$ cat config.mk
export PLATFORM = sky130hd
export DESIGN_NAME = fht_bfly_inv_ser
export DESIGN_NICKNAME = d
export VERILOG_FILES = /design/src/rtl/fht_bfly_inv_ser.sv
export SDC_FILE = /design/constraint.sdc
export NUM_CORES = 1
export LEC_CHECK = 0
export CORE_MARGIN = 3
export CORE_UTILIZATION = 46
export CTS_CLUSTER_SIZE = 30
export DETAILED_ROUTE_END_ITERATION = 10
export GPL_TIMING_DRIVEN = 0
export PLACE_DENSITY = 0.76
export SYNTH_ARGS = -nofsm -noshare
export SYNTH_HDL_FRONTEND = slang
export SYNTH_SLANG_ARGS = --single-unit
export TNS_END_PERCENT = 30
$ cat constraint.sdc
create_clock -name clk -period 1.4 [get_ports clk]
set_input_delay 0.28 -clock clk [delete_from_list [all_inputs] [get_ports clk]]
set_output_delay 0.28 -clock clk [all_outputs]
set_load 0.05 [all_outputs]
$ cat src/rtl/fht_bfly_inv_ser.sv
// -----------------------------------------------------------------------------
// fht_bfly_inv_ser
// Inverse Hadamard butterfly with serialised output. Each accepted pair (c, d)
// with c = a+b and d = a-b is turned back into the two samples
// a = (c+d)>>>1 and b = (c-d)>>>1. These are emitted one per handshake: a first
// (out_sel=0), then b (out_sel=1).
//
// Ports
//   clk        rising-edge clock
//   rstn       asynchronous active-low reset
//   in_valid   a (c, d) pair is offered
//   in_ready   pair is taken this cycle (combinational; follows out_ready in OUT_B)
//   c, d       N+1 bit two's-complement butterfly terms
//   out_valid  out_data holds a sample
//   out_ready  consumer takes out_data this cycle
//   out_data   N bit reconstructed sample
//   out_sel    0 = sample a, 1 = sample b
//   err        sticky flags: [0] parity (c[0]!=d[0]), [1] result out of N-bit range
//   err_clr    synchronous clear of err (a coincident new error still sets)
// -----------------------------------------------------------------------------
module fht_bfly_inv_ser #(
  parameter int N = 8
) (
  input  logic         clk,
  input  logic         rstn,
  input  logic         in_valid,
  output logic         in_ready,
  input  logic [N:0]   c,
  input  logic [N:0]   d,
  output logic         out_valid,
  input  logic         out_ready,
  output logic [N-1:0] out_data,
  output logic         out_sel,
  output logic [1:0]   err,
  input  logic         err_clr
);

  typedef enum logic [1:0] {
    IDLE  = 2'd0,
    OUT_A = 2'd1,
    OUT_B = 2'd2
  } state_t;

  state_t              state_r;
  logic [N-1:0]        b_r;
  logic [N-1:0]        out_data_r;
  logic                out_valid_r;
  logic                out_sel_r;
  logic [1:0]          err_r;

  logic signed [N+1:0] c_ext_s;
  logic signed [N+1:0] d_ext_s;
  logic signed [N+1:0] sum_s;
  logic signed [N+1:0] dif_s;
  logic signed [N+1:0] a_full_s;
  logic signed [N+1:0] b_full_s;
  logic                accept_s;
  logic [1:0]          new_err_s;

  // A genuine butterfly output has c and d of equal parity.
  function automatic logic parity_err(input logic c_lsb, input logic d_lsb);
    return c_lsb ^ d_lsb;
  endfunction

  // After the 1-bit shift, bit N+1 always equals bit N. The value fits in N
  // signed bits only when the top three bits agree.
  function automatic logic range_err(input logic [N+1:0] v);
    return !((&v[N+1:N-1]) || (~|v[N+1:N-1]));
  endfunction

  // Reconstruction datapath at N+2 bits so that c+d and c-d never overflow.
  always_comb begin
    c_ext_s  = signed'({c[N], c});
    d_ext_s  = signed'({d[N], d});
    sum_s    = c_ext_s + d_ext_s;
    dif_s    = c_ext_s - d_ext_s;
    a_full_s = sum_s >>> 1;
    b_full_s = dif_s >>> 1;
    new_err_s = {range_err(a_full_s) | range_err(b_full_s), parity_err(c[0], d[0])};
  end

  // Ready depends on the state. In OUT_B it passes out_ready straight through,
  // so a new pair can load in the same cycle that b is consumed.
  always_comb begin
    case (state_r)
      IDLE:    in_ready = 1'b1;
      OUT_A:   in_ready = 1'b0;
      OUT_B:   in_ready = out_ready;
      default: in_ready = 1'b0;
    endcase
  end

  // Acceptance is the input handshake.
  always_comb begin
    accept_s = in_valid & in_ready;
  end

  // Output FSM. a goes directly into the output register and b waits in b_r.
  always_ff @(posedge clk or negedge rstn) begin
    if (!rstn) begin
      state_r     <= IDLE;
      out_valid_r <= 1'b0;
      out_sel_r   <= 1'b0;
      out_data_r  <= '0;
      b_r         <= '0;
    end else begin
      case (state_r)
        IDLE: begin
          if (accept_s) begin
            state_r     <= OUT_A;
            out_valid_r <= 1'b1;
            out_sel_r   <= 1'b0;
            out_data_r  <= a_full_s[N-1:0];
            b_r         <= b_full_s[N-1:0];
          end
        end
        OUT_A: begin
          if (out_ready) begin
            state_r    <= OUT_B;
            out_sel_r  <= 1'b1;
            out_data_r <= b_r;
          end
        end
        OUT_B: begin
          if (out_ready) begin
            if (accept_s) begin
              state_r     <= OUT_A;
              out_valid_r <= 1'b1;
              out_sel_r   <= 1'b0;
              out_data_r  <= a_full_s[N-1:0];
              b_r         <= b_full_s[N-1:0];
            end else begin
              state_r     <= IDLE;
              out_valid_r <= 1'b0;
              out_sel_r   <= 1'b0;
            end
          end
        end
        default: begin
          state_r     <= IDLE;
          out_valid_r <= 1'b0;
          out_sel_r   <= 1'b0;
        end
      endcase
    end
  end

  // Sticky error flags. A new error takes priority over a simultaneous clear.
  always_ff @(posedge clk or negedge rstn) begin
    if (!rstn) begin
      err_r <= 2'b00;
    end else begin
      err_r <= (err_clr ? 2'b00 : err_r) | (accept_s ? new_err_s : 2'b00);
    end
  end

  assign out_valid = out_valid_r;
  assign out_sel   = out_sel_r;
  assign out_data  = out_data_r;
  assign err       = err_r;

endmodule
Word level (Yosys, flattened, before mapping). Index checks and enable logic that the tools add are counted.

Equal/unequal tests: 5. Reductions and logical operators: 17. Multiplexer cells: 23. Add/subtract/negate cells: 2. Bitwise gates (word level): 5.

Operators by type and width (count): two-way mux 8 bit (5); case mux 8 bit (3 select lines) (1); case mux 8 bit (2 select lines) (1); adder 9 x 9 -> 10 bit (1); two-way mux 2 bit (5); subtractor 9 x 9 -> 10 bit (1); AND reduction 3 bit (3); two-way mux 1 bit (7); != test 2 bit, second input constant (3); case mux 1 bit (3 select lines) (2); case mux 2 bit (3 select lines) (1); AND reduction 2 bit (3); zero test 1 bit (4); OR reduction 2 bit (2); nonzero test 3 bit (1); == test 2 x 1 -> 1 bit, second input constant (1); == test 2 bit, second input constant (1); zero test 2 bit (1); logical OR 1 bit (2); bitwise OR 2 bit (1); case mux 1 bit (2 select lines) (1); nonzero test 2 bit (1); AND 1 bit (1); inverter 1 bit (1); other kinds (2) (2).

Word-level logic and storage cells: 58. Input port bits: 23. Output and inout bits: 13. Bits in registers: 22.

Depth between registers and ports, before layout. Gate-level depths: netlist of run 1.

Depth after elaboration: 8. Mapped depth: 9. Depth with buffers taken out: 9.

Worst setup path before layout of run 1. OpenSTA, ideal clock, no wires.

Path type: register to register. From: register state_r[1]. To: register out_data_r[0], in the netlist out_data[0]. Path slack: -0.699 ns. Library setup time: 0.125 ns. Period minus slack after synthesis: 2.099 ns. Required time: 1.275 ns. Arrival time: 1.974 ns. Cell stages (with the launch flop): 6. Buffers on the path: 0. Path through: dfrtp_1 -> inv_1 -> o21a_1 -> nand2_1 -> a21boi_2 -> mux2_2.

Word-level cells in the longest chain between the ends: 6. Elaborated cells between the ends (all ways): 12. Those cells by class: eq/ne: 4; mux: 4; bitwise: 1; reduce/logical: 3.

RTL lines: from (decl) (line 44) `state_t state_r;`; from (signal assigned) (line 101) `state_r <= IDLE;`; from (signal assigned) (line 110) `state_r <= OUT_A;`; from (signal assigned) (line 119) `state_r <= OUT_B;`; == test 2 bit or zero test 2 bit (tied branches) (line 85) `case (state_r)`; case mux 1 bit (2 select lines) * (line 85); net in_ready (line 27) `output logic in_ready,`; AND 1 bit * (line 95) `accept_s = in_valid & in_ready;`; two-way mux 8 bit *; two-way mux 8 bit; case mux 8 bit (3 select lines) * (line 107) `case (state_r)`; to (signal assigned) (line 113) `out_data_r <= a_full_s[N-1:0];`; to (signal assigned) (line 121) `out_data_r <= b_r;`; to (signal assigned) (line 130) `out_data_r <= a_full_s[N-1:0];`; to (decl) (line 46) `logic [N-1:0] out_data_r;`.

Mark *: on every way through the listed nets, which the timed path passes. The rest lies on a longest branch. The select of a mux whose other input is x is not followed. A chain may end at the register's enable or synchronous reset.

Worst setup path after layout of run 1.
From: input port d[5]. To: register out_data_r[6], in the netlist out_data[6].

Word-level cells in the longest chain between the ends: 4.

RTL lines: from (decl) (line 29) `input logic [N:0] d,`; adder 9 x 9 -> 10 bit * (line 75) `sum_s = c_ext_s + d_ext_s;`; two-way mux 8 bit * (line 109, 126); two-way mux 8 bit (line 125) `if (out_ready) begin`; case mux 8 bit (3 select lines) * (line 107).

Mark *: on every way between the ends. The rest lies on a longest branch, timed or not. The select of a mux whose other input is x is not followed.

==> reports/qor.yml, run 1 <==
period_share: 1.23
finalWirelength_mm: 6.25
hold_buffers: 0
tightestPinTransition_ns: 0.930
whs_path_depth: 3
core_area_sq_mm: 0.00347
grt_use_total: 0.254
die_area_sq_mm: 0.00448
r2r-start: "state_r[1]"
setup_viol: 14
antenna_left: 0
async_flop_share: 1.00
clkPwrFrac: 0.100
rrSetupSlack_ns: -0.07
skew_ns: 0.00320
drt-met1-wl_mm: 2.25
rows: 21
gp_congestion: 0.822
p_leak_nw: 1.29
syn_nets: 242
path_class: "in -> reg"
p_switching_mw: 1.90
clk_pin_slew_ns: 0.07
p_seq_frac: 0.268
slew_violations: 0
cts_sinks: 21
post-synth-top-area-fraction: 0.307
highest_layer: "met4"
insertion_delay_ns: 0.26
start_util: 0.493
yosys_warnings: 0
cp_max_fo: 3
dp_slack_ns: -1.11
peakVddDrop_mv: 0.498
wl_met2_mm: 3.17
holdPathEnd: "err[0]"
synth_flop_cell: "dfrtp_1"
netlist_instances: 199
drt-initial-drc-count: 129
hp-start: "d[0]"
syn_area_sq_mm: 0.00171
ys_top_cells_by_area: "dfrtp_1 (31%), ha_1 (13%), o21ai_0 (5.6%)"
fmax_ghz: 0.581
drc: 0
io_buffers: 35
synth_edf_count: 0
yosys_register_bits: 21
ys_types: 44
wl_met3_um: 478
max-slew-margin-rel: 0.378
finalWorstSetupSlack_ns: -0.322
cts_max_level: 1
dp.final_hpwl_mm: 2.67
fillerInstances: 191
num_io_pins: 36
startpoint_type: "input pin"
critPathArrivalTime_ns: 1.86
synth_top_area_cell: "dfrtp_1"
r2r_cells: 5
regArea_sq_um: 527
wl_per_cell_um: 19.9
die_x_um: 67.0
utilization: 0.822
rr_endpoint: "out_data[0]"
multi_input_area_sq_mm: 0.00151
diodes: 0
cts-root-buf: "clkbuf_8"
clockBufferDepth: 2
end_kind: "flop"
nets: 312
grt_max_degree: 22
numCtsBuffers: 3
rsz0062_at_grt: "true"
violations: "setup timing"
grt_pass1_vias: 1806
gr-total-overflow: 0
run_status: "finished with violations"
fp.dieH_um: 67.0
antenna_found_initial: 0
p_comb_frac: 0.632
synthToLayoutAreaGrowth_pct: 66.8
yosysSeqAreaShare: 0.307
max_cap_violations: 0
layout_min_cycle_time_ns: 1.72
required_ns: 1.53
total_power_mw: 3.90
avgSynthCellArea_sq_um: 8.59
switching_share: 0.487
vias_per_cell: 5.89
internal-power_mw: 2.00
hold_viol: 0
pwr_density_cell_mw_per_mm2: 1370
grt_pass1_wl_mm: 8.58
first_pass_iters: 7
vias: 1849
hold_class: "in -> reg"
drive_gt1_frac: 0.522
tritoncts: "done"
==> synthesized netlist by cell type, drive strengths merged (3+ instances only) <==
| cell type | instances |
|---|---|
| a21oi | 11 |
| nor2 | 14 |
| nand2b | 4 |
| inv | 22 |
| clkbuf | 4 |
| ha | 18 |
| nand2 | 21 |
| a31oi | 3 |
| nand3 | 3 |
| xor2 | 4 |
| dfrtp | 21 |
| buf | 4 |
| mux2i | 5 |
| nor3 | 5 |
| o21ai | 20 |
| xnor2 | 8 |
==> worst max-delay path by stage <==
stage | startpoint | endpoint | slack [ns] | cells after the start
floorplan | d[5] | err[1] | -0.43 | 9
global placement | c[0] | err[1] | -1.10 | 10
detailed placement | c[0] | err[1] | -1.11 | 10
CTS | c[5] | err[1] | -0.37 | 9
global route | d[4] | err[1] | -0.38 | 11
finish | d[5] | out_data[6] | -0.32 | 11
==> layout by cell type, fill, tap and decap left out, types with 4 or more instances in the layout <==
cell / synthesis / routed
o21ai_0: 19 / 9
nor2_2: 0 / 4
buf_2: 3 / 4
nor3_1: 5 / 4
a21oi_4: 0 / 6
inv_2: 1 / 9
ha_1: 18 / 6
inv_1: 21 / 8
nand2_1: 21 / 20
buf_8: 0 / 5
o21ai_1: 1 / 8
buf_4: 0 / 30
a21oi_1: 11 / 4
dfrtp_1: 21 / 20
mux2i_1: 5 / 5
clkbuf_2: 0 / 13
inv_4: 0 / 5
nor2_1: 14 / 10
buf_6: 1 / 12
ha_4: 0 / 10
xnor2_1: 8 / 5
==> power by group through the flow <==
stage	Sequential, mW	Combinational [mW]	Clock (mW)
after global routing	1.08	2.61	0.427
after detailed placement	1.05	2.03	0
final	1.05	2.46	0.391
after global placement	1.04	2.01	0
after CTS	1.04	2.26	0.398
after floorplan	1.57	0.908	0
==> flip-flops by register name, indices dropped and copies added, names as in the netlist <==
| register | flops |
|---|---|
| state_r | 2 |
| err | 2 |
| out_data | 8 |
| b_r | 8 |
| out_valid | 1 |
==> stage by stage <==
| stage | std cells | hold slack [ns] | area, sq um | TNS [ns] |
|---|---|---|---|---|
| 6_report | 314 | 0.344 | 2850 | -2.69 |
| 5_1_grt | 314 | 0.336 | 2850 | -3.54 |
| 4_1_cts | 309 | 0.337 | 2730 | -1.52 |
| 3_5_place_dp | 280 | 0.468 | 2160 | -16.08 |
| 3_3_place_gp | 280 | 0.459 | 2160 | -16.27 |
| 2_1_floorplan | 199 | -0.0156 | 1760 | -3.61 |
==> metal layers <==
| layer | vias to the layer above | GRT usage |
|---|---|---|
| met5 | - | 0 |
| met4 | 0 | 0.149 |
| met3 | 38 | 0.0219 |
| met2 | 123 | 0.452 |
| met1 | 869 | 0.294 |
| li1 | 819 | - |
==> final cells by class <==
type / instances / share of cell area
Multi-Input combinational cell: 148 / 0.529
Tap cell: 46 / 0.0202
Clock buffer: 4 / 0.0158
Sequential cell: 21 / 0.185
Buffer: 4 / 0.0114
Inverter: 22 / 0.0334
Timing Repair Buffer: 69 / 0.205
==> critical path, cell delays in order <==
cell and delay [ns]:
buf_8 0.08, inv_4 0.03, ha_4 0.28, nor2b_4 0.04
buf_4 0.12, buf_4 0.14, nor2_1 0.16, nor2_1 0.09
a211oi_2 0.25, mux2i_1 0.27, o211ai_1 0.11
==> timing repair <==
item,CTS,global route
buffers inserted,25,10
endpoints found under the setup margin,32,26
gates resized for setup,184,44
gates cloned,1,0
pin swaps,37,32
==> cells by family after synthesis <==
group	share of synthesized area
AND/OR/NAND/NOR	0.156
AO/OA/AOI/OAI	0.212
buffers and inverters	0.0725
flip-flops	0.307
adder cells (fa/ha/maj)	0.155
XOR/XNOR	0.0615
multiplexers	0.0359
(Power assumes the default switching activity.)
==> run 2: changes to the inputs <==
--- a/config.mk
+++ b/config.mk
@@ -14,4 +14,4 @@
 export SYNTH_ARGS = -nofsm -noshare
 export SYNTH_HDL_FRONTEND = slang
 export SYNTH_SLANG_ARGS = --single-unit
-export TNS_END_PERCENT = 30
+export TNS_END_PERCENT = 50
==> reports/qor.yml, run 2 (synthesis results as in run 1) <==
run_status: "finished with violations"  # unchanged
violations: "setup timing"  # unchanged
rows: 21  # unchanged
mostFrequentLayoutCells: "buf_4 (21), nand2_1 (20), dfrtp_1 (20), clkbuf_2 (13), ha_4 (13)"  # was buf_4 (30), nand2_1 (20), dfrtp_1 (20), clkbuf_2 (13), buf_6 (12)
wl_per_cell_um: 16.0  # was 19.9 um
vias_per_cell: 5.66  # was 5.89
max_stage_delay_ns: 0.30  # was 0.28 ns
period_share: 1.15  # was 1.23
place_inst: 280  # unchanged
vias: 1697  # was 1849
die_area_sq_mm: 0.00448  # unchanged
io_buffers: 35  # unchanged
gr-total-overflow: 0  # unchanged
first_pass_iters: 4  # was 7
crit_slowest_cell: "or3_1"  # was ha_4
path_class: "in -> reg"  # unchanged
hp-start: "d[0]"  # unchanged
path_buf_inv: 2  # was 4
tightestPinTransition_ns: 0.893  # was 0.930 ns
drt-initial-drc-count: 86  # was 129
core_area_sq_mm: 0.00347  # unchanged
tritoncts: "done"  # unchanged
nets: 298  # was 312
wl_met3_um: 208  # was 478 um
peakVddDrop_mv: 0.541  # was 0.498 mV
startpoint: "d[5]"  # unchanged
setup_viol: 11  # was 14
slew_violations: 0  # unchanged
gp_congestion: 0.797  # was 0.822
hold_viol: 0  # unchanged
fp.dieH_um: 67.0  # unchanged
grt_pass1_wl_mm: 7.16  # was 8.58 mm
finalWorstSetupSlack_ns: -0.213  # was -0.322 ns
r2r-start: "state_r[1]"  # unchanged
max-slew-margin-rel: 0.403  # was 0.378
startpoint_type: "input pin"  # unchanged
hold_buffers: 0  # unchanged
finalWirelength_mm: 4.81  # was 6.25 mm
antenna_left: 0  # unchanged
insertion_delay_ns: 0.26  # about the same
die_x_um: 67.0  # unchanged
highest_layer: "met4"  # unchanged
clk_pin_slew_ns: 0.08  # was 0.07 ns
skew_ns: 0.00281  # was 0.00320 ns
start_util: 0.493  # unchanged
stdcell_count: 300  # was 314
antenna_found_initial: 0  # unchanged
grt_max_degree: 22  # unchanged
cts_max_level: 1  # unchanged
synthToLayoutAreaGrowth_pct: 55.7  # was 66.8%
grt_pass1_vias: 1568  # was 1806
p_leak_nw: 1.20  # was 1.29 nW
diodes: 0  # unchanged
drt-met1-wl_mm: 2.07  # was 2.25 mm
numCtsBuffers: 3  # unchanged
pwr_density_cell_mw_per_mm2: 1400  # was 1370 mW/mm^2
cp_max_fo: 4  # was 3
total_power_mw: 3.73  # was 3.90 mW
layout_commonest_cell: "buf_4"  # unchanged
path_delay_family: "compound AO/OA/AOI/OAI gates"  # was buffers and inverters
cts_sinks: 21  # unchanged
crit_chain: "buf_8, inv_8, ha_4, nor2b_4, or3_1, a311o_1, a22oi_2, xor2_1, o211ai_1"  # was buf_8, inv_4, ha_4, nor2b_4, buf_4, buf_4, nor2_1, nor2_1, a211oi_2, mux2i_1, o211ai_1
drc: 0  # unchanged
hold_class: "in -> reg"  # unchanged
layout_min_cycle_time_ns: 1.61  # was 1.72 ns
rsz0062_at_grt: "true"  # unchanged
critPathArrivalTime_ns: 1.76  # was 1.86 ns
clockBufferDepth: 2  # unchanged
drive_gt1_frac: 0.480  # was 0.522
num_io_pins: 36  # unchanged
grt_use_total: 0.208  # was 0.254
cts-root-buf: "clkbuf_8"  # unchanged
fmax_ghz: 0.620  # was 0.581 GHz
wl_met2_mm: 2.35  # was 3.17 mm
max_cap_violations: 0  # unchanged
end_kind: "flop"  # unchanged
required_ns: 1.55  # was 1.53 ns
dp.final_hpwl_mm: 2.86  # was 2.67 mm
[run 2: cell count changes in the layout (fill, tap and decap cells not counted), moves of 3 or more]
cell     delta
a21oi_2     +3
inv_4       -4
buf_6       -6
ha_4        +3
a21oi_4     -4
buf_4       -9
[run 2: per-stage QoR]
| step | utilization | worst slack [ns] | hold slack (ns) | TNS, ns | area [sq um] |
|---|---|---|---|---|---|
| after floorplan | - | -0.383 | -0.0156 | -3.14 | 1870 |
| after global placement | 0.656 | -1.11 | 0.461 | -15.92 | 2270 |
| after detailed placement | 0.656 | -1.12 | 0.474 | -15.93 | 2270 |
| after CTS | 0.747 | -0.288 | 0.344 | -1.26 | 2590 |
| after global routing | 0.767 | -0.279 | 0.340 | -2.17 | 2660 |
| final | 0.767 | -0.213 | 0.344 | -1.25 | 2660 |
[run 2: where the power goes]
group	internal (mW)	switching [mW]	total [mW]
Clock	0.199	0.200	0.399
Sequential	0.886	0.161	1.05
Combinational	0.860	1.43	2.29
[run 2: worst reg2reg max path, stage by stage, from the launching register on]
cell,delay (ns)
dfrtp_2,0.41
inv_2,0.05
o21a_4,0.20
nand2_4,0.08
a21boi_4,0.28
mux2_4,0.32
[run 2: what timing repair did]
| action | CTS | global route |
|---|---|---|
| cloned | 0 | 1 |
| gates resized for setup | 153 | 40 |
| buffers inserted | 13 | 7 |
| hold endpoints to repair | 0 | 0 |
| setup endpoints to repair | 30 | 26 |
| pin swaps | 34 | 23 |
[run 2: area by class of cell]
class | count | area, sq um
Multi-Input combinational cell | 148 | 1440
Fill cell | 213 | 807
Sequential cell | 21 | 527
Timing Repair Buffer | 56 | 464
Inverter | 22 | 105
Tap cell | 46 | 57.6
Clock buffer | 3 | 41.3
Buffer | 3 | 21.3
Clock inverter | 1 | 5.00
[run 2: metal layers]
metal	vias to the layer above	global-route usage
met5	-	0
met4	0	0.0861
met3	16	0.0169
met2	56	0.373
met1	831	0.253
li1	794	-
[run 2: final timing paths]
path,endpoint,slack [ns],cells past startpoint
min reg2reg,out_data[1],0.49,2
min in group asynchronous,b_r[0],0.52,1
min,err[0],0.34,3
max,err[1],-0.21,9
max in group asynchronous,state_r[1],0.28,1
max reg2reg,out_data[0],-0.06,5
